===== config.mk =====
export PLATFORM = sky130hd
export DESIGN_NAME = gpio_uart_tx
export DESIGN_NICKNAME = d
export VERILOG_FILES = /design/src/rtl/gpio_uart_tx.sv
export SDC_FILE = /design/constraint.sdc
export NUM_CORES = 1
export LEC_CHECK = 0
export BUFFER_PORTS_ARGS = -buffer_cell sky130_fd_sc_hd__buf_2
export CAP_MARGIN = 10
export CORE_ASPECT_RATIO = 1.1
export CORE_MARGIN = 2
export CORE_UTILIZATION = 42
export CTS_CLUSTER_SIZE = 12
export DETAILED_ROUTE_END_ITERATION = 10
export HOLD_SLACK_MARGIN = 0.12
export PLACE_DENSITY = 0.61
export SLEW_MARGIN = 20
export SYNTH_ARGS = -nofsm -noshare
export SYNTH_HDL_FRONTEND = slang
export SYNTH_SLANG_ARGS = --single-unit

===== constraint.sdc =====
create_clock -name clk -period 3.5 [get_ports clk]
set_clock_uncertainty 0.2 [all_clocks]
set_input_delay 0 -clock clk [delete_from_list [all_inputs] [get_ports clk]]
set_output_delay 0 -clock clk [all_outputs]
set_load 0.005 [all_outputs]

===== src/rtl/gpio_uart_tx.sv =====
// 8N1 UART transmitter with a small byte FIFO; drives the GPIO mux UART TX source.
// The serial line and all status outputs come from flops; the line idles high.
module gpio_uart_tx #(
    parameter int unsigned CLK_DIV    = 868,
    parameter int unsigned FIFO_DEPTH = 4
) (
    input  logic       clk,
    input  logic       rst,
    input  logic       wr_en,
    input  logic [7:0] wr_data,
    output logic       full,
    output logic       empty,
    output logic       overflow,
    output logic       busy,
    output logic       tx_done,
    output logic       uart_TX
);

    localparam int unsigned CNT_W   = (CLK_DIV > 1) ? $clog2(CLK_DIV) : 1;
    localparam int unsigned PTR_W   = (FIFO_DEPTH > 1) ? $clog2(FIFO_DEPTH) : 1;
    localparam int unsigned COUNT_W = PTR_W + 1;

    typedef enum logic [1:0] {
        IDLE  = 2'd0,
        START = 2'd1,
        DATA  = 2'd2,
        STOP  = 2'd3
    } state_t;

    state_t             state;
    state_t             state_next_c;

    logic [7:0]         mem [FIFO_DEPTH];
    logic [PTR_W-1:0]   wr_ptr;
    logic [PTR_W-1:0]   rd_ptr;
    logic [COUNT_W-1:0] count;
    logic [COUNT_W-1:0] count_next_c;
    logic               push_c;
    logic               pop_c;

    logic [CNT_W-1:0]   baud_cnt;
    logic               baud_last_c;
    logic [2:0]         bit_idx;
    logic [7:0]         shift;

    logic               tx_bit_c;
    logic               done_c;

    // Full is the registered flag, so a write on a popping cycle is still refused.
    assign push_c      = wr_en && !full;
    assign baud_last_c = (baud_cnt == CNT_W'(CLK_DIV - 1));

    always_comb begin
        count_next_c = count;
        case ({push_c, pop_c})
            2'b10:   count_next_c = count + COUNT_W'(1);
            2'b01:   count_next_c = count - COUNT_W'(1);
            default: count_next_c = count;
        endcase
    end

    // FIFO storage carries no reset; only pointers and count define its contents.
    always_ff @(posedge clk) begin
        if (push_c) begin
            mem[wr_ptr] <= wr_data;
        end
    end

    always_ff @(posedge clk) begin
        if (rst) begin
            wr_ptr   <= '0;
            rd_ptr   <= '0;
            count    <= '0;
            full     <= 1'b0;
            empty    <= 1'b1;
            overflow <= 1'b0;
        end else begin
            if (push_c) begin
                wr_ptr <= wr_ptr + PTR_W'(1);
            end
            if (pop_c) begin
                rd_ptr <= rd_ptr + PTR_W'(1);
            end
            count    <= count_next_c;
            full     <= (count_next_c == COUNT_W'(FIFO_DEPTH));
            empty    <= (count_next_c == '0);
            overflow <= overflow || (wr_en && full);
        end
    end

    // FSM state register
    always_ff @(posedge clk) begin
        if (rst) begin
            state <= IDLE;
        end else begin
            state <= state_next_c;
        end
    end

    // FSM next-state logic
    always_comb begin
        state_next_c = state;
        case (state)
            IDLE: begin
                if (!empty) begin
                    state_next_c = START;
                end
            end
            START: begin
                if (baud_last_c) begin
                    state_next_c = DATA;
                end
            end
            DATA: begin
                if (baud_last_c && (bit_idx == 3'd7)) begin
                    state_next_c = STOP;
                end
            end
            STOP: begin
                if (baud_last_c) begin
                    state_next_c = empty ? IDLE : START;
                end
            end
            default: state_next_c = IDLE;
        endcase
    end

    // FSM outputs: line level, FIFO pop and end-of-frame strobe
    always_comb begin
        pop_c    = 1'b0;
        tx_bit_c = 1'b1;
        done_c   = 1'b0;
        case (state)
            IDLE: begin
                pop_c = !empty;
            end
            START: begin
                tx_bit_c = 1'b0;
            end
            DATA: begin
                tx_bit_c = shift[0];
            end
            STOP: begin
                done_c = baud_last_c;
                pop_c  = baud_last_c && !empty;
            end
            default: begin
                tx_bit_c = 1'b1;
            end
        endcase
    end

    // Baud counter, bit index and shift register; a pop always starts a fresh frame.
    always_ff @(posedge clk) begin
        if (rst) begin
            baud_cnt <= '0;
            bit_idx  <= '0;
            shift    <= '0;
        end else if (pop_c) begin
            baud_cnt <= '0;
            bit_idx  <= '0;
            shift    <= mem[rd_ptr];
        end else if (state != IDLE) begin
            if (baud_last_c) begin
                baud_cnt <= '0;
                if (state == DATA) begin
                    shift   <= {1'b0, shift[7:1]};
                    bit_idx <= bit_idx + 3'd1;
                end
            end else begin
                baud_cnt <= baud_cnt + CNT_W'(1);
            end
        end
    end

    // Registered outputs lag the FSM by one cycle, keeping the line glitch-free.
    always_ff @(posedge clk) begin
        if (rst) begin
            uart_TX <= 1'b1;
            busy    <= 1'b0;
            tx_done <= 1'b0;
        end else begin
            uart_TX <= tx_bit_c;
            busy    <= (state != IDLE) || (state_next_c != IDLE);
            tx_done <= done_c;
        end
    end

endmodule


==> results_dict.tcl <==
set metrics [dict create \
    worstHoldPathType "primary input to flop" \
    drive_above_1_share_pct 17.69 \
    worstMarginPinSlew_ns 0.7200 \
    clk_latency_ns 0.34 \
    routed-via-count 1829 \
    final_cells 362 \
    io_buffers 16 \
    clk_pin_slew_worst_paths_ns 0.08 \
    insertedDiodeCount 0 \
    synth-edff-count 32 \
    peakVddDrop_v 0.0003242 \
    setup_violations 0 \
    drc 0 \
    yosysMostFrequentCell "dfxtp_1" \
    die_area_sq_um 7921 \
    finalHoldViolations 0 \
    synth_common_cells "dfxtp_1 (38), edfxtp_1 (32), nor2_1 (19), a21oi_1 (17), ha_1 (13)" \
    rows 32 \
    wirelength_microns 4988 \
    r2r_cells 12 \
    die_w_microns 85.04 \
    worstPathArrival_ns 3.28 \
    holdPathStages 2 \
    fin_area_sq_um 3480 \
    worstSetupEndpointType "flop" \
    min_period_over_period_pct 91.46 \
    clockPowerShare_pct 27.8 \
    power.density_nw_per_um2 635.3 \
    first_global_vias 1811 \
    r2r-start "baud_cnt[0]$_SDFFE_PP0P_" \
    antenna_left 0 \
    ctsHtreeMaxLevel 3 \
    initial_core_util_pct 43.30 \
    wl_per_cell_microns 13.78 \
    ys_seq_area_share_pct 56.74 \
    die_h_microns 93.15 \
    synthArstFlopShare_pct 0 \
    finalPower_mw 2.211 \
    antenna_found_initial 0 \
    fmax_mhz 312.4 \
    ys_types 45 \
    grt_pass1_wl_microns 8680 \
    worstSetupPathType "flop to flop" \
    groute.usage.overall_pct 14.23 \
    leakagePower_nw 1.313 \
    switching_share_pct 31.86 \
    pwr-share-seq_pct 48.7 \
    synthTopCellsByArea "edfxtp_1 (32%), dfxtp_1 (25%), mux4_2 (5.9%)" \
    cts_hold_buffers 11 \
    rr_endpoint "full$_SDFF_PP0_" \
    cts_tree "yes" \
    placed_cell_area_sq_um 3183 \
    ys_ff_latch 70 \
    drt_iter0_drc 63 \
    cts_made_buffers 9 \
    status "complete, no violations" \
    drv_cap 0 \
    cts-root-buf "clkbuf_8" \
    reg2reg_slack_ns 0.30 \
    cts.sinks 70 \
    overflow 0 \
    whs_ns 0.2054 \
    dpl.cell_count 335 \
    io_pins 17 \
    syn_nets 268 \
    netlist_instances 243 \
    p_sw_uw 704.3 \
    dp_hpwl_microns 3396 \
    maxSlewHeadroom_pct 51.86 \
    finalCriticalPeriod_ns 3.201 \
    coreArea_sq_um 7007 \
    syn2layout_area_growth_pct 14.68 \
    rsz0062_at_grt "false" \
    clk_path_buf_depth 2 \
    worstSetupStartpointType "flop" \
    fill_cells 606 \
    cts_setup_buffers 0 \
    utilization_pct 49.66 \
    avgSynthCellArea_sq_um 12.49 \
    gp_congestion 0.7934 \
    tns_ns 0 \
    yosysTopAreaCell "edfxtp_1" \
    fin_nets 297 \
    ctsResizeCount 0 \
    netlist_area_sq_um 3034 \
    cp_data_required_time_ns 3.58 \
    combPwrFrac_pct 23.6 \
    viasPerCell 5.052 \
    yosys.area.top_type_share_pct 31.67 \
    yosysWarnings 0 \
    p_int_mw 1.506 \
    grt_max_degree 21 \
    min_from "wr_data[4]" \
    min_to "mem[1][4]$_DFFE_PP_" \
    dp_worst_setup_slack_ns 0.3288 \
    slew_viol_final 0 \
    worstPathMaxFanout 14 \
    dr.pass1.iters 4 \
    fin_ws_ns 0.2990 \
    synth-main-ff-cell "dfxtp_1" \
]
metal layers:
metal | share of wire (%) | GRT usage [%]
met4 | 1.8 | 6.746
met5 | 0 | 0
met1 | 48 | 18.72
met3 | 2.2 | 3.177
met2 | 48 | 22.33
placed cells by master, fill, tap and decap left out, drive strengths merged, types with 3 or more instances in the layout:
master / count
nor3: 9
a21oi: 17
dlygate4sd3: 11
clkbuf: 9
mux4: 8
or3: 3
xor2: 7
buf: 18
nor2b: 5
ha: 13
edfxtp: 32
xnor2: 6
dfxtp: 38
nand4: 3
nand2: 6
mux2i: 10
inv: 18
a31oi: 3
nor2: 19
and2: 5
o31ai: 8
worst max-delay path, cell delays in order (launching register included):
cell	delay (ns)
dfxtp_1	0.40
ha_1	0.20
and4bb_4	0.30
a41oi_4	0.23
nand2b_1	0.24
inv_2	0.11
ha_1	0.18
inv_1	0.06
fa_1	0.39
xor2_1	0.15
or3_1	0.30
a21oi_1	0.20
nor2b_1	0.16
logic make-up (layout without fill, tap and decap cells):
logic type | after synthesis | count (layout) | synth area share, %
AO/OA/AOI/OAI | 38 | 38 | 8.660
XOR/XNOR | 13 | 13 | 3.753
adder cells (fa/ha/maj) | 14 | 14 | 6.021
buffers and inverters | 25 | 59 | 3.463
flip-flops | 70 | 70 | 56.74
multiplexers | 18 | 18 | 9.237
AND/OR/NAND/NOR | 65 | 65 | 12.12
state kept, by name, summed over array words and instances (netlist names), named ones only:
name      flops
overflow      1
state         2
count         3
full          1
rd_ptr        2
baud_cnt     10
mem          32
uart_TX       1
busy          1
empty         1
tx_done       1
wr_ptr        2
bit_idx       3
shift         8
power by group through the flow:
stage	sequential (mW)	clock (mW)	combinational [mW]
floorplan	1.05	0	0.430
global placement	1.10	0	0.510
detailed placement	1.10	0	0.514
CTS	1.08	0.632	0.526
global route	1.10	0.680	0.587
finish	1.08	0.613	0.522
area by class of cell:
cell class                      count  area, sq um  share of cell area, %
Timing Repair Buffer               29        205.2                  5.897
Tap cell                           85        106.4                  3.056
Multi-Input combinational cell    148         1207                  34.70
Clock inverter                      7        62.56                  1.798
Sequential cell                    70         1722                  49.48
Inverter                           14        52.55                  1.510
Clock buffer                        9        123.9                  3.560
worst max-delay path by stage:
stage                                   from               to  slack [ns]  cells after the start
detailed placement  baud_cnt[0]$_SDFFE_PP0P_  full$_SDFF_PP0_        0.33                     12
finish              baud_cnt[0]$_SDFFE_PP0P_  full$_SDFF_PP0_        0.30                     12
CTS                 baud_cnt[0]$_SDFFE_PP0P_  full$_SDFF_PP0_        0.27                     12
floorplan           baud_cnt[0]$_SDFFE_PP0P_  full$_SDFF_PP0_        0.55                     13
global route        baud_cnt[0]$_SDFFE_PP0P_  full$_SDFF_PP0_        0.02                     12
global placement    baud_cnt[0]$_SDFFE_PP0P_  full$_SDFF_PP0_        0.39                     12
Power figures use the tool's default switching activity.
